## src/rtl/brick_hit_checker_pkg.sv

```systemverilog
// Shared types and limits for the brick collision checker.
package brick_hit_checker_pkg;

  localparam int unsigned COORD_W  = 10;
  localparam int unsigned HEALTH_W = 2;

  typedef logic [COORD_W-1:0]  coord_t;
  typedef logic [HEALTH_W-1:0] health_t;

  localparam coord_t SCREEN_MAX_X = 10'd639;
  localparam coord_t SCREEN_MAX_Y = 10'd479;

  typedef enum logic [2:0] {
    S_IDLE  = 3'd0,
    S_ISSUE = 3'd1,
    S_WAIT  = 3'd2,
    S_EVAL  = 3'd3,
    S_WRITE = 3'd4,
    S_NEXT  = 3'd5,
    S_DONE  = 3'd6
  } state_e;

endpackage

```

## src/rtl/brick_hit_checker_corner_gen.sv

```systemverilog
// Holds the ball origin for one check and derives corner k plus an off-screen flag.
module brick_hit_checker_corner_gen
  import brick_hit_checker_pkg::*;
#(
  parameter coord_t BALL_SIZE = 10'd4,
  parameter coord_t MAX_X     = SCREEN_MAX_X,
  parameter coord_t MAX_Y     = SCREEN_MAX_Y
) (
  input  logic         clk,
  input  logic         resetn,
  input  logic         load,
  input  logic [9:0]   base_x_in,
  input  logic [9:0]   base_y_in,
  input  logic [1:0]   k,
  output logic [9:0]   corner_x,
  output logic [9:0]   corner_y,
  output logic         out_of_range
);

  localparam coord_t EDGE = BALL_SIZE - 10'd1;

  coord_t base_x_q, base_x_d;
  coord_t base_y_q, base_y_d;
  logic [COORD_W:0] sum_x, sum_y;

  always_comb begin
    base_x_d = load ? base_x_in : base_x_q;
    base_y_d = load ? base_y_in : base_y_q;
  end

  always_ff @(posedge clk or negedge resetn) begin
    if (!resetn) begin
      base_x_q <= '0;
      base_y_q <= '0;
    end else begin
      base_x_q <= base_x_d;
      base_y_q <= base_y_d;
    end
  end

  // Bit 0 of k selects the right edge, bit 1 the bottom edge.
  always_comb begin
    sum_x        = {1'b0, base_x_q} + {1'b0, (k[0] ? EDGE : '0)};
    sum_y        = {1'b0, base_y_q} + {1'b0, (k[1] ? EDGE : '0)};
    corner_x     = sum_x[COORD_W-1:0];
    corner_y     = sum_y[COORD_W-1:0];
    out_of_range = sum_x[COORD_W] | sum_y[COORD_W] |
                   (corner_x > MAX_X) | (corner_y > MAX_Y);
  end

endmodule

```

## config.mk

```make
export PLATFORM = sky130hd
export DESIGN_NAME = brick_hit_checker_corner_gen
export DESIGN_NICKNAME = d
export VERILOG_FILES = /design/src/rtl/brick_hit_checker_pkg.sv /design/src/rtl/brick_hit_checker_corner_gen.sv
export SDC_FILE = /design/constraint.sdc
export NUM_CORES = 1
export LEC_CHECK = 0
export CAP_MARGIN = 10
export CORE_ASPECT_RATIO = 0.6
export CORE_MARGIN = 2
export CORE_UTILIZATION = 39
export DETAILED_ROUTE_END_ITERATION = 16
export GPL_TIMING_DRIVEN = 0
export PLACE_DENSITY = 0.84
export SYNTH_ARGS = -nofsm -noshare
export SYNTH_HDL_FRONTEND = slang
export SYNTH_SLANG_ARGS = --single-unit
```

## constraint.sdc

```tcl
create_clock -name clk -period 2 [get_ports clk]
set_input_delay 0.4 -clock clk [delete_from_list [all_inputs] [get_ports clk]]
set_output_delay 0.4 -clock clk [all_outputs]
set_load 0.05 [all_outputs]
```

# Yosys cells after proc, flatten, opt, wreduce, memory -nomap -nowiden
# Cells that the tools add are included.
word_totals:
  ff_bits: 20
  in_bits: 25
  output_inout_bits: 21
classes:
  add_sub_neg: 2
  magnitude_cmp: 2
  muxes: 2
  bitwise_logic: 3
ops:
  columns: ["op", "count"]
  rows:
  - ["adder 10 x 2 -> 11 bit", 2]
  - ["> comparator 10 bit (second input constant)", 1]
  - ["> comparator 10 x 9 -> 1 bit (second input constant)", 1]
  - ["2-to-1 mux 2 bit", 2]
  - ["bitwise OR 1 bit", 3]

# Logic depth before layout (Yosys ltp)
logic_depth:
  ltp_word: 5
  depth_mapped: 8
  ltp_nobuf: 8

# Worst setup path before layout
# OpenSTA, ideal clock, no wires.
synth_timing:
  kind: "input-to-output"
  from: "in k[1]"
  to: "out out_of_range"
  arrival_ns: 2.542
  t_required_ns: 1.600
  setup_slack_ns: -0.942
  path_stages: 6
  n_path_buf: 0
  path_cell_list: "ha_1 a21oi_1 nor3_1 xor2_1 a32oi_1 nand4_1"
synth_between:
  word_cells_on_any_way: 6
  classes_between: "add/sub (1); order compare (1); mux (1); bitwise (3)"
synth_rtl:
  columns: ["element", "line_no", "source"]
  rows:
  - ["start, declared", "brick_hit_checker_corner_gen.sv:14", "input logic [1:0] k,"]
  - ["2-to-1 mux 2 bit", "brick_hit_checker_corner_gen.sv:44", "sum_y = {1'b0, base_y_q} + {1'b0, (k[1] ? EDGE : '0)};"]
  - ["adder 10 x 2 -> 11 bit", "brick_hit_checker_corner_gen.sv:44", null]
  - ["net corner_y[7]", "brick_hit_checker_corner_gen.sv:16", "output logic [9:0] corner_y,"]
  - ["> comparator 10 x 9 -> 1 bit", "brick_hit_checker_corner_gen.sv:48", "(corner_x > MAX_X) | (corner_y > MAX_Y);"]
  - ["bitwise OR 1 bit", "brick_hit_checker_corner_gen.sv:48", null]
  - ["end, declared", "brick_hit_checker_corner_gen.sv:17", "output logic out_of_range"]
# The timed path passes the listed nets, and every way through them passes these cells.

# Worst setup path after layout
layout_timing:
  from: "reg base_y_q[0]"
  to: "out corner_y[8]"
layout_between:
  elab_chain_len: 1
layout_lines:
  columns: ["element", "line_no", "source"]
  rows:
  - ["start, declared", "brick_hit_checker_corner_gen.sv:23", "coord_t base_y_q, base_y_d;"]
  - ["start signal, assigned", "brick_hit_checker_corner_gen.sv:37", "base_y_q <= base_y_d;"]
  - ["adder 10 x 2 -> 11 bit", "brick_hit_checker_corner_gen.sv:44", null]
  - ["end, declared", "brick_hit_checker_corner_gen.sv:16", null]
# No other way between the ends.

==> results.sh <==
export IMPL_preCtsSetupSlack_ps=-1620
export IMPL_ys_types=30
export IMPL_synth_seq_cells=20
export IMPL_hold_end="base_x_q[0]"
export IMPL_p_int_uw=1080
export IMPL_drc_errors=0
export IMPL_gp_congestion=0.727
export IMPL_portBuffers=45
export IMPL_crit_fanout=5
export IMPL_total_power_uw=1730
export IMPL_seqPwrFrac=0.299
export IMPL_place_area_um2=1910
export IMPL_worst_path_largest_cell_delay_ps=400
export IMPL_drt_first_pass_iters=4
export IMPL_syn_num_nets=143
export IMPL_grt_ovfl_total=0
export IMPL_worst_skew_pair_late_latency_ps=260
export IMPL_status="finished, violations left"
export IMPL_final_nets=218
export IMPL_yosys_warnings=0
export IMPL_totalWireLength_um=4130
export IMPL_leakagePower_uw=0.00100
export IMPL_rsz0062_at_grt="yes"
export IMPL_synth_top_area_cell="dfrtp_1"
export IMPL_grt_first_pass_wirelength_um=5800
export IMPL_io_pin_count=46
export IMPL_fp_dieW_um=76.4
export IMPL_yosysTopAreaCellShare=0.408
export IMPL_power_share_clock=0.236
export IMPL_fmax_mhz=381
export IMPL_tightest_slew_ps=886
export IMPL_wl_per_cell_um=18.1
export IMPL_post_route_cell_area_um2=2330
export IMPL_setup_ws_ps=-626
export IMPL_multi_input_area_um2=965
export IMPL_period_minus_slack_ps=2630
export IMPL_period_share=1.31
export IMPL_reg2reg_depth=2
export IMPL_slowest_stage="fa_2"
export IMPL_ctsHoldBuffers=0
export IMPL_synthCells=112
export IMPL_finClkSkew_ps=0
export IMPL_num_antenna_cells=0
export IMPL_ys_top_cells_by_area="dfrtp_1 (41%), mux2_2 (17%), xnor2_1 (6.4%)"
export IMPL_critPathLaunchType="flop"
export IMPL_track_usage=0.213
export IMPL_min_path_type="reg -> reg"
export IMPL_p_sw_uw=652
export IMPL_p_per_area_nw_per_um2=742
export IMPL_cts_sink_count=20
export IMPL_finalHoldViolCount=0
export IMPL_viasPerCell=5.19
export IMPL_holdPathStages=1
export IMPL_crit_required_ps=1600
export IMPL_setup_violations_final=16
export IMPL_path_class="reg -> out"
export IMPL_drv_slew=0
export IMPL_cts_htree_levels=1
export IMPL_hold_ws_ps=583
export IMPL_antenna_found_initial=0
export IMPL_regArea_um2=507
export IMPL_switching_share=0.377
export IMPL_fp_coreArea_um2=2930
export IMPL_n_fill_cell=173
export IMPL_synth_seq_area_share=0.408
export IMPL_setup_tns_ps=-4520
export IMPL_p_comb_frac=0.465
export IMPL_rows=15
export IMPL_start_util=0.419
export IMPL_root_buffer="clkbuf_8"
export IMPL_clockBufferDepth=2
export IMPL_hold_path_startpoint="base_x_q[0]"
export IMPL_area_delta_synth_final_pct=89.9
export IMPL_dieArea_um2=3630
export IMPL_grt_pass1_vias=1177
export IMPL_critPathArrivalTime_ps=2230
export IMPL_relSlewSlack=0.407
export IMPL_fp_dieH_um=47.5
export IMPL_r2r_end="base_x_q[1]"
export IMPL_detail_route_antenna_nets=0
export IMPL_place_hpwl_um=2450
export IMPL_vias=1183
export IMPL_grt_max_degree=21
export IMPL_violations="setup timing"
export IMPL_r2r_setup_slack_ps=1060
export IMPL_avgSynthCellArea_um2=11.0
export IMPL_drive_gt1_frac=0.608
export IMPL_syn_area_um2=1230
export IMPL_peakVddDrop_mv=0.485
export IMPL_numCtsBuffers=3
export IMPL_r2r_start="base_x_q[1]"
export IMPL_cts_clk_slew_worst_paths_ps=80
export IMPL_worstSetupEndpointType="primary output"
export IMPL_drtIter0Drc=39
export IMPL_cts_tree="yes"
export IMPL_path_cells="ha_4, inv_2, fa_2, buf_4, buf_4, buf_6, nor3_4, xor2_2, buf_6"
export IMPL_cap_violations=0
-- worst max-delay path by stage --
stage | start | endpoint | slack [ps] | cells past startpoint
final | base_y_q[0] | corner_y[8] | -630 | 9
after global routing | base_y_q[0] | corner_y[8] | -650 | 9
after CTS | base_y_q[0] | out_of_range | -510 | 9
after detailed placement | k[1] | out_of_range | -1620 | 10
after global placement | k[1] | out_of_range | -1520 | 10
after floorplan | k[1] | out_of_range | -330 | 8
-- routing by layer --
layer / up-vias / wire, um / part of all wire / GRT usage
li1: 536 / - / - / -
met1: 593 / 1790 / 0.43 / 0.260
met2: 45 / 2050 / 0.50 / 0.393
met3: 9 / 230 / 0.056 / 0.0623
met4: 0 / 57 / 0.014 / 0.0509
met5: - / 0 / 0 / 0
-- sequential cells by signal (all words and copies together), names as in the netlist --
name      cells
base_x_q     10
base_y_q     10
-- cell type report --
cell class | instances | area share
timing repair buffer | 70 | 0.299
inverter | 5 | 0.00805
multi-input combinational | 83 | 0.414
buffer | 4 | 0.00859
sequential | 20 | 0.217
tap | 42 | 0.0225
clock inverter | 1 | 0.0129
clock buffer | 3 | 0.0177
-- kinds of logic (layout without fill, tap and decap cells) --
kind of cell | count (synthesis) | after routing | synth area share
buffers and inverters | 9 | 83 | 0.0285
AOI/OAI and AO/OA | 9 | 9 | 0.0449
muxes | 20 | 20 | 0.181
adders and majority gates | 6 | 6 | 0.0734
and+or+nand+nor | 32 | 32 | 0.150
xor gates and xnor gates | 16 | 16 | 0.114
DFF | 20 | 20 | 0.408
-- cell usage in the layout (no fill, tap or decap), drive strengths merged --
cell type,synthesis,routed
xor2,7,7
nor3,3,3
dfrtp,20,20
nor2b,1,1
clkbuf,1,4
inv,5,5
or3,1,1
clkdlybuf4s15,0,1
o22ai,1,1
o21a,1,1
buf,3,48
ha,4,4
mux2i,2,2
clkdlybuf4s50,0,22
nand4,3,3
a32oi,1,1
nor3b,2,2
and4,1,1
bufinv,0,1
xnor2,9,9
nand2b,1,1
a21oi,3,3
o211ai,1,1
nor2,3,3
fa,2,2
nand3,8,8
or2b,1,1
o21ai,2,2
mux2,18,18
dlygate4sd2,0,2
nand2,8,8
-- worst max-delay path, delay by kind of cell (launching register included) --
family | cells | cell delay [ps]
buffers and inverters | 5 | 620
XOR/XNOR | 1 | 210
AND/OR/NAND/NOR | 1 | 180
adder cells (fa/ha/maj) | 2 | 550
flip-flops | 1 | 390
-- synthesized netlist by cell type --
cell type,instances
fa_1,2
nand4_1,3
ha_1,4
nand2b_1,1
or3_1,1
o22ai_1,1
or2b_1,1
nand2_1,8
inv_1,5
o211ai_1,1
nor3b_4,1
nand3_2,1
xor2_1,7
clkbuf_1,1
mux2_2,18
nand3_1,7
buf_1,2
o21ai_0,2
buf_2,1
nor3_1,3
nor2b_1,1
o21a_1,1
a21oi_1,3
dfrtp_1,20
a32oi_1,1
mux2i_1,2
xnor2_1,9
nor2_1,3
and4_4,1
nor3b_1,1
-- through the flow --
step	cells	util
after floorplan	112	-
after global placement	199	0.651
after detailed placement	199	0.651
after CTS	219	0.756
after global routing	228	0.796
final	228	0.796
-- timing repair --
action | 4_1_cts | 5_1_grt
pin swaps | 17 | 9
cloned | 0 | 0
setup endpoints to repair | 21 | 19
resized for setup | 165 | 15
buffers inserted | 17 | 10
-- power by group through the flow --
stage	logic (uW)	clock network, uW	registers (uW)
finish	805	409	517
global route	839	430	523
CTS	741	412	511
detailed placement	653	0	514
global placement	639	0	508
floorplan	450	0	499
No activity file was read; power rests on OpenSTA's default activity.
